[src/rtl/event_count_pkg.sv]
// Shared types and constants for the event count controller.
package event_count_pkg;

  typedef enum logic [1:0] {
    IDLE = 2'b00,
    RUN  = 2'b01,
    DONE = 2'b10
  } state_t;

  localparam int WIDTH_MIN = 2;
  localparam int WIDTH_MAX = 16;

  function automatic bit width_ok(input int w);
    return (w >= WIDTH_MIN) && (w <= WIDTH_MAX);
  endfunction

endpackage

[src/rtl/event_count_controller_count_unit.sv]
// Event counter with synchronous clear/enable and a terminal-count compare.
module count_unit
  import event_count_pkg::*;
#(
  parameter int WIDTH = 4
) (
  input  logic             clk,
  input  logic             reset,
  input  logic             clr,
  input  logic             en,
  input  logic [WIDTH-1:0] lim,
  output logic [WIDTH-1:0] q,
  output logic             tc
);

  always_ff @(posedge clk or posedge reset) begin
    if (reset) begin
      q <= '0;
    end else if (clr) begin
      q <= '0;
    end else if (en) begin
      q <= q + WIDTH'(1);
    end
  end

  // The FSM never enables past tc, so the increment cannot wrap.
  assign tc = (q == lim);

endmodule

[src/rtl/event_count_controller.sv]
// Start/count/complete sequencer: counts x events up to a captured limit and pulses g.
module event_count_controller
  import event_count_pkg::*;
#(
  parameter int WIDTH  = 4,
  parameter int DONE_W = 8
) (
  input  logic              clk,
  input  logic              reset,
  input  logic              start,
  input  logic              x,
  input  logic [WIDTH-1:0]  limit,
  input  logic              mode,
  input  logic              abort,
  output logic [WIDTH-1:0]  q,
  output logic              g,
  output logic              busy,
  output logic [1:0]        state,
  output logic [DONE_W-1:0] done_cnt
);

  if (!width_ok(WIDTH)) begin : g_bad_width
    $error("event_count_controller: WIDTH out of range 2..16");
  end

  state_t           state_r;
  state_t           state_nxt;
  logic [WIDTH-1:0] lim_r;
  logic             clr;
  logic             en;
  logic             load;
  logic             complete;
  logic             tc;

  count_unit #(.WIDTH(WIDTH)) u_count (
    .clk   (clk),
    .reset (reset),
    .clr   (clr),
    .en    (en),
    .lim   (lim_r),
    .q     (q),
    .tc    (tc)
  );

  always_ff @(posedge clk or posedge reset) begin
    if (reset) begin
      state_r  <= IDLE;
      lim_r    <= '0;
      done_cnt <= '0;
    end else begin
      state_r <= state_nxt;
      if (load) begin
        lim_r <= limit;
      end
      if (complete) begin
        done_cnt <= done_cnt + DONE_W'(1);
      end
    end
  end

  // abort outranks every other input; the terminal compare outranks x.
  always_comb begin
    state_nxt = state_r;
    clr       = 1'b0;
    en        = 1'b0;
    load      = 1'b0;
    complete  = 1'b0;
    case (state_r)
      IDLE: begin
        if (start) begin
          clr       = 1'b1;
          load      = 1'b1;
          state_nxt = RUN;
        end
      end
      RUN: begin
        if (abort) begin
          state_nxt = IDLE;
        end else if (tc) begin
          state_nxt = DONE;
        end else if (x) begin
          en = 1'b1;
        end
      end
      DONE: begin
        complete = 1'b1;
        if (abort || !mode) begin
          state_nxt = IDLE;
        end else begin
          clr       = 1'b1;
          state_nxt = RUN;
        end
      end
      default: state_nxt = IDLE;
    endcase
  end

  assign state = state_r;
  assign g     = (state_r == DONE);
  assign busy  = (state_r == RUN) || (state_r == DONE);

  a_state_legal : assert property (@(posedge clk) disable iff (reset) state != 2'b11);

endmodule

[config.mk]
export PLATFORM = sky130hd
export DESIGN_NAME = event_count_controller
export DESIGN_NICKNAME = d
export VERILOG_FILES = /design/src/rtl/event_count_pkg.sv /design/src/rtl/event_count_controller_count_unit.sv /design/src/rtl/event_count_controller.sv
export SDC_FILE = /design/constraint.sdc
export NUM_CORES = 1
export LEC_CHECK = 0
export ABC_AREA = 1
export BUFFER_PORTS_ARGS = -buffer_cell sky130_fd_sc_hd__buf_2
export CAP_MARGIN = 20
export CORE_MARGIN = 8
export CORE_UTILIZATION = 46
export CTS_CLUSTER_SIZE = 30
export DETAILED_ROUTE_END_ITERATION = 7
export PLACE_DENSITY = 0.73
export SLEW_MARGIN = 20
export SYNTH_ARGS = -nofsm -noshare
export SYNTH_HDL_FRONTEND = slang
export SYNTH_HIERARCHICAL = 1
export SYNTH_SLANG_ARGS = --single-unit
export TNS_END_PERCENT = 1
[constraint.sdc]
create_clock -name clk -period 1.38 [get_ports clk]
set_input_delay 0.207 -clock clk [delete_from_list [all_inputs] [get_ports clk]]
set_output_delay 0.207 -clock clk [all_outputs]
set_load 0.01 [all_outputs]
==> out/metrics.csv, run 1 <==
metric,value,unit
power.density,1770,nW/um^2
crit_path_start,u_count/q[0],
ctsHtreeMaxLevel,1,
routedWlPerCell,11.3,um
rsz0062_at_grt,yes,
ys_warn_count,6,
netlist_instances,125,
overflow,0,
rows,17,
slew_headroom,61.7,%
hpwl,1.72,mm
routed_wl,2.19,mm
gp_routability_congestion,0.779,
die_w,63.2,um
fmax,701,MHz
setup_tns,-90.2,ps
numCtsBuffers,3,
rr_endpoint,u_count/q[3],
nets,185,
slowest_stage,dfrtp_1,
slowest_delay,390,ps
grt_use_total,11.1,%
insertion_delay,290,ps
viasPerCell,4.56,
worstSetupEndpointType,flop,
r2r_cells,13,
netlist_area,1030,um^2
crit_end,u_count/q[3],
finalSetupViolCount,3,
cp.required,1580,ps
min_period_over_period,103,%
dieArea,4000,um^2
drive_gt1_share,35.9,%
hold_slack,151,ps
io_pins,26,
final_cell_mix,"nand2_1, buf_2, inv_1, dfrtp_1, buf_4",
r2r-start,u_count/q[0],
start_util,47.3,%
areaGrowthSynthToFinish,32.3,%
critical_path_class,flop to flop,
core_area,2170,um^2
grt_pass1_wl,3.74,mm
finalHoldViolCount,0,
n_antenna_cell,0,
antenna_found_initial,0,
synth_nets,142,
hold_path.class,primary input to flop,
path_cells,inv_1 > nand2_1 > nand2_1 > nand2_1 > nor2_1 > nor2_1 > nand2_2 > nor2_4 > nand2_1 > nor2_2 > nand2_1 > nand2_1 > nor2_1,
drtIter0Drc,18,
cpMostUsedCell,nand2_1,
rrSetupSlack,-50,ps
cts_tree,built,
grt_max_degree,15,
worstMarginPinSlew,574,ps
cts_root_buf,clkbuf_4,
start_kind,flop,
clkSlewWorstSetupHoldPaths,110,ps
ys_ff_latch,18,
ys_seq_area_share,43.9,%
final_common_cell,nand2_1,
fin_crit,1430,ps
drv_slew,0,
crit_arrival,1620,ps
status,"complete, but fails checks",
synth_cell_types,18,
violations,setup timing,
cts_sinks,18,
synth.avg_cell_area,8.21,um^2
placed_cells,188,
vias,889,
max-vdd-ir-drop,1.28,mV
p_leak,0.000770,uW
portBuffers,25,
holdPathStages,3,
cts_max_path_buffers,2,
drt_first_pass_iters,4,
cap_violations,0,
setup_slack,-46.7,ps
antenna_left,0,
path_max_fanout,4,
pre_cts_ws,-52.7,ps
clock_skew,7.80,ps
drc_errors,0,
fp.dieH,63.2,um
final_cell_count_no_fill,195,
grt_pass1_vias,921,
cell type report:
cell class	instances	area [um^2]
Sequential cell	18	453
Multi-Input combinational cell	86	522
Fill cell	200	812
Timing Repair Buffer	39	236
Inverter	20	75.1
Clock buffer	4	36.3
Tap cell	28	35.0
power breakdown:
group	internal (uW)	switching [uW]	total, uW
sequential	698	167	865
combinational	563	646	1210
clock	160	165	325
total	1420	977	2400
timing repair:
item                                    CTS  global route
resized for setup                         5             6
hold endpoints to repair                 18             0
buffers inserted                          2             0
hold buffers                              1             0
endpoints found under the setup margin    5            11
pin swaps                                 3             2
cells by family after synthesis:
logic type      share of synthesized area [%]
buf+inv                                  7.80
flops                                    43.9
simple gates                             29.0
fa+ha+maj                                8.54
compound gates                           2.93
xor+xnor                                 6.71
mux                                      1.10
worst max-delay path, delay by kind of cell, from the launching register on:
kind / cells / cell delay [ps]
AND/OR/NAND/NOR: 12 / 870
buffers and inverters: 1 / 60
flip-flops: 1 / 390
synth_stat cells, drive strengths merged:
library cell	instances	share of area [%]
o21ai	5	2.4
dfrtp	18	44
a21oi	1	0.49
nor2	12	6.8
nand4	1	0.61
nand3	11	5.4
clkbuf	1	0.49
or2	1	0.61
mux2	1	1.1
ha	7	8.5
xor2	3	2.6
nand2	40	16
inv	20	7.3
xnor2	4	4.1
worst min-delay path by stage:
| stage | from | end | slack [ps] |
|---|---|---|---|
| after floorplan | reset | u_count/q[0] | -30 |
| after global placement | reset | u_count/q[3] | 110 |
| after detailed placement | reset | u_count/q[3] | 110 |
| after CTS | limit[1] | lim_r[1] | 150 |
| after global routing | limit[1] | lim_r[1] | 150 |
| final | limit[3] | lim_r[3] | 150 |
per-stage QoR:
stage                     util [%]  total power (uW)  area, um^2
after floorplan                  -              1540        1040
after global placement        58.7              1950        1270
after detailed placement      58.7              1980        1270
after CTS                     61.6              2380        1340
after global routing          62.6              2600        1360
final                         62.6              2400        1360
state kept, by name, summed over array words and instances, names as in the netlist:
register and cells:
done_cnt 8, lim_r 4, u_count/q 4, state 2
per-layer routing:
layer  vias up  routed length, um  track usage [%]
li1        464                  -                -
met4         0                 14             3.34
met5         -                  0                0
met2        18               1030             19.3
met3         2                122             3.89
met1       405               1020             12.4
(Power assumes the default switching activity.)
==> run 2: changes to the inputs <==
Settings changed: CELL_PAD_IN_SITES_DETAIL_PLACEMENT set to 1, CELL_PAD_IN_SITES_GLOBAL_PLACEMENT set to 2, CORE_UTILIZATION 46 to 26, PLACE_DENSITY 0.73 to 0.72.
==> run 2 against run 1 <==
Against the previous run: critical path type unchanged; die area is 55% higher; largest cell class unchanged; the run still ends with setup timing left; setup slack worse by 48 ps; register-to-register slack worse by 50 ps; clock skew is 6.9 ps lower; power is 14% higher.
==> out/metrics.csv, run 2 (synthesized netlist as in run 1, its figures left out) <==
metric,value,unit,change
cap_violations,0,,unchanged
viasPerCell,4.26,,-6.5%
worstMarginPinSlew,593,ps,+19.6 ps
largestRegisters,"done_cnt (8), lim_r (4), u_count/q (4)",,
holdPathStages,3,,unchanged
numCtsBuffers,3,,unchanged
clkSlewWorstSetupHoldPaths,70,ps,-40 ps
dieArea,6210,um^2,+55%
drc_errors,0,,unchanged
hpwl,2.18,mm,+26%
final_cell_mix,"nand2_1, buf_2, buf_4, inv_1, dfrtp_1",,
grt_pass1_wl,4.64,mm,+24%
slowest_delay,420,ps,+30 ps
r2r-start,u_count/q[0],,
cpMostUsedCell,nand2_2,,
drv_slew,0,,unchanged
worstSetupEndpointType,flop,,
slew_headroom,60.4,%,-1.3 points
routedWlPerCell,12.6,um,+12%
r2r_cells,11,,-2
cts_root_buf,clkbuf_8,,
violations,setup timing,,
finalHoldViolCount,0,,unchanged
grt_pass1_vias,999,,+8.5%
path_buf_inv,3,,+2
slowest_stage,dfrtp_1,,
pre_cts_ws,-82.5,ps,-29.7 ps
rrSetupSlack,-90,ps,-50 ps
placed_cells,210,,+12%
fmax,678,MHz,-3.2%
p_seq_share,31.8,%,-4.3 points
internal-power,1640,uW,+15%
final_common_cell,nand2_1,,
routed_wl,2.78,mm,+26%
cts_max_path_buffers,2,,unchanged
status,"complete, but fails checks",,
drt_first_pass_iters,4,,unchanged
core_area,3880,um^2,+79%
drive_gt1_share,43.3,%,+7.3 points
grt_max_degree,15,,unchanged
rsz0062_at_grt,yes,,
overflow,0,,unchanged
regMostFlops,done_cnt,,
vias,942,,+6.0%
max-vdd-ir-drop,0.991,mV,-23%
die_w,78.8,um,+25%
drtIter0Drc,33,,+15
gp_routability_congestion,0.744,,-4.4%
insertion_delay,250,ps,-40 ps
holdPathEnd,lim_r[0],,
nets,189,,+2.2%
io_pins,26,,unchanged
ctsHtreeMaxLevel,1,,unchanged
critical_path_class,flop to flop,,
min_period_over_period,107,%,+3.5 points
rr_endpoint,state[0],,
pwr-share-clk,16.0,%,+2.4 points
rows,23,,+6
antenna_left,0,,unchanged
start_kind,flop,,
start_util,26.4,%,-21 points
largest_register_ffs,8,,unchanged
antenna_found_initial,0,,unchanged
hold_path.class,primary input to flop,,
power.density,1890,nW/um^2,+6.8%
cts_tree,built,,
grt_use_total,9.20,%,-1.9 points
cts_sinks,18,,unchanged
hp-start,limit[0],,
areaGrowthSynthToFinish,41.6,%,
crit_arrival,1650,ps,+30 ps
n_antenna_cell,0,,unchanged
finalSetupViolCount,6,,+3
path_delay_family,simple AND/OR/NAND/NOR gates,,
cp.required,1560,ps,-20 ps
fin_crit,1470,ps,+47.6 ps
final_cell_count_no_fill,221,,+13%
portBuffers,25,,unchanged
p_comb_share,52.2,%,+1.8 points
setup_slack,-94.3,ps,-47.6 ps
p_leak,0.000799,uW,+3.8%
path_cells,inv_2 > nand2_2 > nand2_2 > nand2_2 > nor2_2 > nor2_2 > nand2_2 > buf_4 > buf_4 > nand3_1 > o21ai_2,,
path_max_fanout,3,,-1
fp.dieH,78.8,um,+25%
swShare,40.2,%,-0.58 points
clock_skew,0.907,ps,-6.89 ps
netSwitchingPower,1100,uW,+13%
-- run 2: how the worst max path moves through the flow --
stage                 startpoint      endpoint  slack (ps)  cells after the start
finish              u_count/q[0]      state[0]         -90                     11
global route        u_count/q[0]  u_count/q[3]        -220                     12
CTS                 u_count/q[0]  u_count/q[3]         -60                     13
detailed placement      state[0]  u_count/q[1]         -80                      6
global placement        state[0]  u_count/q[0]         -40                      6
floorplan           u_count/q[0]  u_count/q[3]         -40                     13
-- run 2: worst min-delay path, cell delays in order --
cell     delay [ps]
buf_2            80
nand3_1          70
nand2_1          60
-- run 2: per-stage QoR --
step | hold slack (ps) | utilization, % | TNS (ps) | total power, uW | instance area, um^2
2_1_floorplan | -26.9 | - | -118 | 1540 | 1040
3_3_place_gp | 111 | 33.5 | -82.1 | 1990 | 1300
3_5_place_dp | 114 | 33.5 | -286 | 2050 | 1300
4_1_cts | 187 | 35.9 | -156 | 2600 | 1400
5_1_grt | 203 | 37.4 | -1240 | 2970 | 1450
6_report | 190 | 37.4 | -370 | 2740 | 1450
-- run 2: repair_timing --
| action | CTS | global route |
|---|---|---|
| hold endpoints to repair | 4 | 0 |
| pin swaps | 0 | 10 |
| hold buffers | 1 | 0 |
| gates resized for setup | 7 | 14 |
| endpoints found under the setup margin | 7 | 11 |
| setup buffers | 3 | 3 |
| cloned | 0 | 0 |
-- run 2: area by class of cell --
type                            instances  area (um^2)
Sequential cell                        18          453
Inverter                               20         75.1
Timing Repair Buffer                   43          269
Clock buffer                            4         55.1
Tap cell                               50         62.6
Fill cell                             476         2430
Multi-Input combinational cell         86          538
-- run 2: metal layers --
metal | up-vias | wire length [um] | share of wire, % | GRT usage [%]
met2 | 19 | 1380 | 50 | 15.2
met4 | 0 | 22 | 0.79 | 2.78
met1 | 448 | 1210 | 43 | 11.0
met3 | 4 | 170 | 6.1 | 3.05
li1 | 471 | - | - | -
met5 | - | 0 | 0 | 0
-- run 2: power by group through the flow --
stage	Sequential, uW	Clock (uW)	Combinational (uW)
2_1_floorplan	913	0	632
3_3_place_gp	872	0	1110
3_5_place_dp	887	0	1170
4_1_cts	867	460	1270
5_1_grt	901	466	1610
6_report	871	440	1430
